[config.mk]
export PLATFORM = sky130hd
export DESIGN_NAME = branch_stage
export DESIGN_NICKNAME = d
export VERILOG_FILES = /design/src/rtl/branch_stage.sv
export SDC_FILE = /design/constraint.sdc
export NUM_CORES = 1
export LEC_CHECK = 0
export CAP_MARGIN = 15
export CORE_UTILIZATION = 40
export CTS_CLUSTER_SIZE = 25
export DETAILED_ROUTE_END_ITERATION = 10
export GPL_TIMING_DRIVEN = 0
export PLACE_DENSITY_LB_ADDON = 0.08
export REMOVE_ABC_BUFFERS = 1
export SETUP_SLACK_MARGIN = 0.15
export SLEW_MARGIN = 20
export SYNTH_ARGS = -nofsm -noshare
export SYNTH_HDL_FRONTEND = slang
export SYNTH_SLANG_ARGS = --single-unit
[constraint.sdc]
create_clock -name clk -period 4.9 [get_ports clk]
set_input_delay 0.98 -clock clk [delete_from_list [all_inputs] [get_ports clk]]
set_output_delay 0.98 -clock clk [all_outputs]
set_load 0.02 [all_outputs]
[src/rtl/branch_stage.sv]
// Execute-to-Branch pipeline register with branch/JAL/JALR resolution.
// Redirect select and target are combinational from the B registers; redirects are counted.
module branch_stage #(
  parameter int unsigned XLEN  = 32,
  parameter int unsigned CNT_W = 32
) (
  input  logic             clk,
  input  logic             reset,
  input  logic             FlushB,
  input  logic             ValidE,
  input  logic [XLEN-1:0]  PCE,
  input  logic [XLEN-1:0]  PCPlus4E,
  input  logic [XLEN-1:0]  ImmExtE,
  input  logic [XLEN-1:0]  SrcAE,
  input  logic [XLEN-1:0]  SrcBE,
  input  logic [XLEN-1:0]  ALUResultE,
  input  logic [XLEN-1:0]  WriteDataE,
  input  logic [4:0]       RdE,
  input  logic             RegWriteE,
  input  logic [2:0]       ResultSrcE,
  input  logic             MemWriteE,
  input  logic             BranchE,
  input  logic             JumpE,
  input  logic             JalrE,
  input  logic [2:0]       Funct3E,
  output logic             ValidB,
  output logic [XLEN-1:0]  ALUResultB,
  output logic [XLEN-1:0]  WriteDataB,
  output logic [XLEN-1:0]  PCPlus4B,
  output logic [4:0]       RdB,
  output logic             RegWriteB,
  output logic [2:0]       ResultSrcB,
  output logic             MemWriteB,
  output logic [1:0]       PCSrcB,
  output logic [XLEN-1:0]  PCTargetB,
  output logic [CNT_W-1:0] RedirectCount
);

  localparam logic [1:0] SRC_NONE = 2'b00;
  localparam logic [1:0] SRC_REL  = 2'b01;
  localparam logic [1:0] SRC_JALR = 2'b10;

  logic [XLEN-1:0] pc_b, imm_b, src_a_b, src_b_b;
  logic [2:0]      funct3_b;
  logic            branch_b, jump_b, jalr_b;
  logic            cond;
  logic [XLEN-1:0] jalr_sum;

  // Pipeline register: data always loads, control fields bubble on flush.
  always_ff @(posedge clk) begin
    if (reset) begin
      ValidB     <= 1'b0;
      ALUResultB <= '0;
      WriteDataB <= '0;
      PCPlus4B   <= '0;
      RdB        <= '0;
      RegWriteB  <= 1'b0;
      ResultSrcB <= '0;
      MemWriteB  <= 1'b0;
      pc_b       <= '0;
      imm_b      <= '0;
      src_a_b    <= '0;
      src_b_b    <= '0;
      funct3_b   <= '0;
      branch_b   <= 1'b0;
      jump_b     <= 1'b0;
      jalr_b     <= 1'b0;
    end else begin
      ALUResultB <= ALUResultE;
      WriteDataB <= WriteDataE;
      PCPlus4B   <= PCPlus4E;
      pc_b       <= PCE;
      imm_b      <= ImmExtE;
      src_a_b    <= SrcAE;
      src_b_b    <= SrcBE;
      funct3_b   <= Funct3E;
      if (FlushB) begin
        ValidB     <= 1'b0;
        RdB        <= '0;
        RegWriteB  <= 1'b0;
        ResultSrcB <= '0;
        MemWriteB  <= 1'b0;
        branch_b   <= 1'b0;
        jump_b     <= 1'b0;
        jalr_b     <= 1'b0;
      end else begin
        ValidB     <= ValidE;
        RdB        <= RdE;
        RegWriteB  <= RegWriteE;
        ResultSrcB <= ResultSrcE;
        MemWriteB  <= MemWriteE;
        branch_b   <= BranchE;
        jump_b     <= JumpE;
        jalr_b     <= JalrE;
      end
    end
  end

  // Branch condition evaluation.
  always_comb begin
    cond = 1'b0;
    case (funct3_b)
      3'b000:  cond = (src_a_b == src_b_b);
      3'b001:  cond = (src_a_b != src_b_b);
      3'b100:  cond = ($signed(src_a_b) <  $signed(src_b_b));
      3'b101:  cond = ($signed(src_a_b) >= $signed(src_b_b));
      3'b110:  cond = (src_a_b <  src_b_b);
      3'b111:  cond = (src_a_b >= src_b_b);
      default: cond = 1'b0;
    endcase
  end

  // Redirect select and target; JALR wins over JAL/branch.
  always_comb begin
    PCSrcB    = SRC_NONE;
    jalr_sum  = src_a_b + imm_b;
    PCTargetB = pc_b + imm_b;
    if (ValidB && jalr_b) begin
      PCSrcB    = SRC_JALR;
      PCTargetB = {jalr_sum[XLEN-1:1], 1'b0};
    end else if (ValidB && (jump_b || (branch_b && cond))) begin
      PCSrcB = SRC_REL;
    end
  end

  always_ff @(posedge clk) begin
    if (reset) begin
      RedirectCount <= '0;
    end else if (PCSrcB != SRC_NONE) begin
      RedirectCount <= RedirectCount + CNT_W'(1);
    end
  end

endmodule

* After elaboration in Yosys (flattened, before gate mapping) *
Cells that the tools add are included.

word-level totals
  word-level logic and storage cells = 42
  flip-flop bits (word level) = 273

operators by class
  muxes and demuxes = 4
  $lt $le $gt $ge = 4
  reductions and logical operators = 7
  equality and inequality tests = 7
  add/subtract/negate cells = 3

operators by type and width
  cell                                                 number
  adder 32 bit                                         2
  greater-or-equal comparator 32 bit                   2
  < comparator 32 bit                                  2
  adder 32 x 1 -> 32 bit, second input constant        1
  equality test 32 bit                                 1
  2-to-1 mux 32 bit                                    1
  inequality test 32 bit                               1
  equality test 3 bit, second input constant           4
  case mux 1 bit (6 select lines)                      1
  equality test 3 x 1 -> 1 bit, second input constant  1
  logical AND 1 bit                                    3
  zero test 3 bit                                      1
  2-to-1 mux 2 bit                                     1
  nonzero test 2 bit                                   1
  OR reduction 2 bit                                   1
  logical OR 1 bit                                     1
  2-to-1 mux 1 bit                                     1

* Longest topological paths before layout *
Gate-level depths: netlist of run 1.

  depth in word-level cells = 8
  mapped depth = 14

* Worst setup path after synthesis of run 1 *
No wires, ideal clock.

  kind = reg2out
  start point = reg imm_b[2]
  end point = out PCTargetB[30]
  setup slack = 0.878 ns
  arrival time = 3.042 ns
  stages on the path, launching flop included = 12
  data required time = 3.920 ns
  cell sequence = dfxtp_1 -> ha_1 -> nor2b_1 -> o21a_1 -> o21ai_0 -> a211oi_1 -> a2111oi_0 -> o21ai_0 -> a41oi_1 -> a31oi_1 -> xnor2_1 -> mux2i_1

between the ends
  cells in the longest elaborated chain, start to end = 2
  elaborated cells on any way between the ends = 3

RTL lines
  element                          line      source
  start: declaration               43        logic [XLEN-1:0] pc_b, imm_b, src_a_b, src_b_b;
  start signal: assignment         73        imm_b <= ImmExtE;
  adder 32 bit (on tied branches)  117, 116
  2-to-1 mux 32 bit *              118       if (ValidB && jalr_b) begin
  end: declaration                 35        output logic [XLEN-1:0] PCTargetB,

Every way passes the cells marked *; elsewhere a longest branch is shown, timed or not.

* Worst setup path in the final report of run 1 *
  start point = reg imm_b[7]
  end point = out PCTargetB[19]

Same word-level chain as after synthesis.

==> impl_metrics.yaml, run 1 <==
outcome:
  outcome: "completed"
placed_design:
  place_area_um2: 16800
  dp_slack_ns: -0.525
  dp_hpwl_um: 26900
  placed_cells: 2069
  io_buffers: 416
  finalWeightedCongestion: 0.923
clock_tree:
  insertion_delay_ns: 0.57
  cts_buffer_depth: 3
  htreeDepth: 1
  clock-root-buffer: "clkbuf_16"
  cts_sinks: 273
  clkSlewWorstSetupHoldPaths_ns: 0.06
  cts_buffers: 30
  tritoncts: "built"
routing:
  first_pass_iters: 7
  via_per_inst: 4.83
  first_iter_violations: 467
  drt_drc_violations_left: 0
  wire_per_inst_um: 16.5
  dr_total_vias: 10300
  wl_um: 35300
  drtAntennaViolNets: 0
worst_setup_path:
  cp-end-kind: "output port"
  arrival_ns: 3.61
  cp.required_ns: 3.92
  reg2regPathDepth: 12
  r2r_slack_ns: 1.21
  critical_path_class: "reg -> out"
  path_max_fanout: 5
  endpoint: "PCTargetB[19]"
  reg2reg_from: "src_a_b[5]"
  rr_endpoint: "RedirectCount[13]"
  cp-startpoint: "imm_b[7]"
  cp-start-kind: "flip-flop"
timing:
  slew_violations: 0
  min_period_ns: 4.59
  fin_setup_tns_ns: 0
  hold_viol: 0
  clock.fmax_mhz: 218
  setup_ws_ns: 0.306
  setup_viol: 0
  rsz0062_at_grt: "yes"
  timing.hold.ws_ns: 0.492
  fin_crit_sh_pct: 93.8
  worstMarginPinSlew_ns: 0.943
  fin_skew_ns: 0.0266
  maxSlewHeadroom_pct: 36.7
pwr:
  power_leakage_nw: 7.34
  ir_worst_vdd_mv: 0.274
  power.density_nw_per_um2: 317
  finalPower_mw: 5.74
synth:
  ys_seq_area_share_pct: 44.8
  yosysWarningCount: 0
  yosysTopAreaCell: "dfxtp_1"
  ys_async_sr_fraction_pct: 0
  synth_top_area_share_pct: 44.8
  syn_avg_cell_area_um2: 9.38
  ys_seq_elements: 273
  synth_flop_cell: "dfxtp_1"
  synth_cell_types: 60
  syn_inst: 1301
  synth-edff-count: 0
  syn_area_um2: 12200
  yosys-top-cells-area: "dfxtp_1, nor2b_1, ha_1"
layout:
  multi_input_area_um2: 6590
  fillers: 2561
  finalNonFillerCells: 2136
  area_delta_synth_final_pct: 48.2
  final_area_um2: 18100
  layout-drive-gt1-share_pct: 6.43
  fin_util_pct: 60.7
  register_area_um2: 5470
  fin_nets: 2058
global_routing:
  grt_max_degree: 114
  antenna_found_initial: 4
  grt_pass1_vias: 10100
  grt_overflow: 0
  grt_pass1_wl_um: 53100
  grt_usage_pct: 21.8
floorplanning:
  dieArea_um2: 31200
  coreArea_um2: 29800
  row_count: 63
  start_util_pct: 41.0
  die_w_um: 177
  io_pins: 417
  die_h_um: 177
min_path:
  hold_class: "reg -> reg"
flow_run:
  max_cap_violations: 0
## registers in the layout, indices dropped and copies added (netlist names), 3 cells and up
name / flops
RdB: 5
WriteDataB: 32
PCPlus4B: 32
funct3_b: 3
src_a_b: 32
ResultSrcB: 3
pc_b: 32
ALUResultB: 32
RedirectCount: 32
imm_b: 32
src_b_b: 32
## cell families after synthesis
| group | after synthesis | share of synthesized area, % |
|---|---|---|
| compound gates | 279 | 14.3 |
| xor+xnor | 58 | 4.16 |
| fa+ha+maj | 96 | 9.97 |
| buf+inv | 93 | 2.95 |
| flops | 273 | 44.8 |
| mux | 10 | 0.851 |
| simple gates | 492 | 22.9 |
## power by group
| group | switching, mW | internal [mW] | leakage, nW |
|---|---|---|---|
| clock | 0.913 | 1.46 | 0.519 |
| sequential | 0.0475 | 2.33 | 2.27 |
| combinational | 0.464 | 0.528 | 4.55 |
## worst min-delay path by stage
stage               slack (ns)                end  depth (start not counted)               from
floorplan                 0.55  RedirectCount[31]                          2  RedirectCount[31]
global placement          0.48  RedirectCount[31]                          2  RedirectCount[31]
detailed placement        0.49   RedirectCount[7]                          2   RedirectCount[7]
CTS                       0.50  RedirectCount[31]                          2  RedirectCount[31]
global route              0.52   RedirectCount[9]                          2   RedirectCount[9]
finish                    0.49  RedirectCount[31]                          2  RedirectCount[31]
## per-layer routing
| layer | global-route usage (%) | vias to the layer above | wire, µm |
|---|---|---|---|
| met5 | 0 | - | 11 |
| met4 | 6.43 | 2 | 896 |
| met2 | 39.2 | 294 | 17500 |
| met1 | 24.5 | 4663 | 14300 |
| met3 | 6.87 | 54 | 2670 |
| li1 | - | 5309 | - |
## placed cells by master (no fill, tap or decap), types with 22 or more instances in the layout
cell type,synthesis,layout
inv_1,51,51
nand3_1,24,24
nor2b_1,243,243
nor2_1,48,47
or3_1,22,22
nand2_1,61,60
o21ai_0,69,62
dfxtp_1,273,271
ha_1,94,93
clkbuf_16,0,30
a21oi_1,103,100
clkdlybuf4s50_1,0,397
and2_1,22,22
xnor2_1,37,37
a21o_1,22,22
## critical path, cell delays in order (launching register included)
cell	delay [ns]
dfxtp_1	0.32
ha_1	0.38
nand3_1	0.15
or3_1	0.41
nor4bb_2	0.19
o221ai_2	0.29
buf_4	0.20
o21a_1	0.12
xor2_1	0.15
nand2_1	0.06
o21ai_0	0.13
clkdlybuf4s50_1	0.66
## cell type report
type | count | share of cell area [%]
Timing Repair Buffer | 426 | 23.6
Antenna cell | 5 | 0.0692
Inverter | 52 | 1.08
Clock inverter | 10 | 0.982
Tap cell | 390 | 2.70
Multi-Input combinational cell | 935 | 36.5
Clock buffer | 45 | 4.90
Sequential cell | 273 | 30.2
## cells in the mapped netlist (all sizes together) (21+ instances only)
| master | number |
|---|---|
| dfxtp | 273 |
| nor2b | 243 |
| a21oi | 103 |
| ha | 94 |
| o21ai | 71 |
| nand2 | 61 |
| inv | 51 |
| nor2 | 48 |
| xnor2 | 37 |
| clkbuf | 36 |
| nand3 | 24 |
| a21o | 22 |
| and2 | 22 |
| or3 | 22 |
| xor2 | 21 |
## what timing repair did
action | CTS | global route
pin swaps | 7 | 12
gates resized for setup | 55 | 34
hold buffers | 0 | 0
buffers inserted | 3 | 4
endpoints found under the setup margin | 19 | 16
No activity file was read; power rests on OpenSTA's default activity.
==> inputs of run 2 (changes only) <==
--- a/config.mk
+++ b/config.mk
@@ -13,6 +13,7 @@
 export PLACE_DENSITY_LB_ADDON = 0.08
 export REMOVE_ABC_BUFFERS = 1
 export SETUP_SLACK_MARGIN = 0.15
+export SKIP_LAST_GASP = 1
 export SLEW_MARGIN = 20
 export SYNTH_ARGS = -nofsm -noshare
 export SYNTH_HDL_FRONTEND = slang
==> run 2 against run 1 <==
- worst setup slack lost 0.072 ns
- largest power group unchanged
- clock-buffer cell count did not move
- via count shrank 0.51%
- largest cell class unchanged
==> impl_metrics.yaml, run 2 (synthesis results as in run 1) <==
timing:
  setup_viol: 0
  timing.hold.ws_ns: 0.492
  hold_viol: 0
  fin_crit_sh_pct: 95.2
  maxSlewHeadroom_pct: 37.2
  fin_skew_ns: 0.0258
  worstMarginPinSlew_ns: 0.936
  min_period_ns: 4.67
  rsz0062_at_grt: "yes"
  clock.fmax_mhz: 214
  slew_violations: 0
layout:
  fillers: 2576
  layout-drive-gt1-share_pct: 6.43
  fin_nets: 2058
  final_cell_mix: "clkdlybuf4s50_1, dfxtp_1, nor2b_1"
  final_common_cell: "clkdlybuf4s50_1"
  fin_util_pct: 60.6
  area_delta_synth_final_pct: 47.9
  final_area_um2: 18000
pwr:
  power_leakage_nw: 7.36
  ir_worst_vdd_mv: 0.274
  power.density_nw_per_um2: 318
worst_setup_path:
  cp.required_ns: 3.92
  crit_buf_inv: 3
  reg2regPathDepth: 12
  slowest_stage: "a2111oi_2"
  reg2reg_from: "src_a_b[5]"
  cp-end-kind: "output port"
  path_max_fanout: 3
  cp_top_family: "compound AO/OA/AOI/OAI gates"
  cp_num_cells: 15
  rr_endpoint: "RedirectCount[13]"
  arrival_ns: 3.69
  critical_path_class: "reg -> out"
  cp-start-kind: "flip-flop"
  r2r_slack_ns: 1.23
  max_stage_delay_ns: 0.37
  crit_chain: "ha_2 > inv_1 > fa_2 > nor2b_1 > o21a_1 > o21ai_2 > a2111oi_2 > buf_4 > nor2_1 > o31ai_2 > a21o_1 > a21oi_1 > xnor2_1 > mux2_2 > clkbuf_2"
floorplanning:
  io_pins: 417
  coreArea_um2: 29800
  die_h_um: 177
  die_w_um: 177
  row_count: 63
  dieArea_um2: 31200
  start_util_pct: 41.0
placed_design:
  dp_hpwl_um: 26900
  io_buffers: 416
  place_area_um2: 16800
  finalWeightedCongestion: 0.923
routing:
  via_per_inst: 4.81
  wirelength_met1_um: 14200
  first_pass_iters: 5
  route.met3.wl_um: 2710
  first_iter_violations: 444
  dr_total_vias: 10300
  wire_per_inst_um: 16.5
  drt_drc_violations_left: 0
  wl_met2_um: 17400
  drtAntennaViolNets: 0
  wl_um: 35200
  top_layer_used: "met5"
min_path:
  whs_endpoint: "RedirectCount[31]"
  min_from: "RedirectCount[31]"
  hold_class: "reg -> reg"
  hold_depth: 2
clock_tree:
  cts_buffer_depth: 3
  insertion_delay_ns: 0.57
  tritoncts: "built"
  htreeDepth: 1
  clock-root-buffer: "clkbuf_16"
  cts_sinks: 273
  clkSlewWorstSetupHoldPaths_ns: 0.06
  cts_buffers: 30
  ctsHoldBuffers: 0
global_routing:
  grt_max_degree: 114
  grt_pass1_wl_um: 53100
  grt_overflow: 0
  grt_usage_pct: 21.8
  antenna_found_initial: 4
  grt_pass1_vias: 10000
outcome:
  outcome: "completed"
flow_run:
  max_cap_violations: 0
-- run 2: worst max path at each step --
stage | slack [ns] | end | start
after floorplan | 0.88 | PCTargetB[30] | imm_b[2]
after global placement | -6.35 | RdB[2] | reset
after detailed placement | -0.52 | PCTargetB[30] | imm_b[2]
after CTS | -0.04 | PCTargetB[20] | imm_b[0]
after global routing | 0.04 | PCTargetB[20] | imm_b[0]
final | 0.23 | PCTargetB[20] | imm_b[0]
-- run 2: cell type report --
cell class	count	area, µm²	share of cell area, %
clock buffer	45	887	4.92
inverter	52	195	1.08
timing repair buffer	426	4260	23.6
antenna	5	12.5	0.0693
tap	390	488	2.70
multi-input combinational	935	6560	36.3
sequential	273	5470	30.3
clock inverter	10	178	0.985
-- run 2: report_power, final --
part           total, mW  switching (mW)  internal (mW)
Sequential          2.37          0.0472           2.33
Clock               2.37           0.914           1.46
Combinational      0.987           0.461          0.526
Total               5.73            1.42           4.31
-- run 2: per-layer routing --
layer,vias to the layer above,track usage [%]
met1,4616,24.6
met4,2,6.11
met2,292,39.3
li1,5307,-
met5,-,0
met3,52,6.87
-- run 2: stage by stage --
step | setup slack [ns] | setup TNS (ns) | std cells | power [mW]
3_5_place_dp | -0.525 | -1.86 | 2069 | 3.40
5_1_grt | 0.0362 | 0 | 2134 | 5.99
3_3_place_gp | -6.35 | -1052.11 | 2066 | 3.41
4_1_cts | -0.0410 | -0.0410 | 2127 | 5.80
2_1_floorplan | 0.878 | 0 | 1260 | 2.90
6_report | 0.234 | 0 | 2136 | 5.73
-- run 2: repair_timing --
item                       4_1_cts  5_1_grt
resized for setup               48       42
setup buffers                    3        4
pin swaps                        7       13
hold endpoints to repair         0        0
setup endpoints to repair       19       19
-- run 2: tightest hold or removal path, cell delays in order, from the launching register on --
cell	delay (ns)
dfxtp_1	0.32
o21ai_0	0.07
a21oi_1	0.06
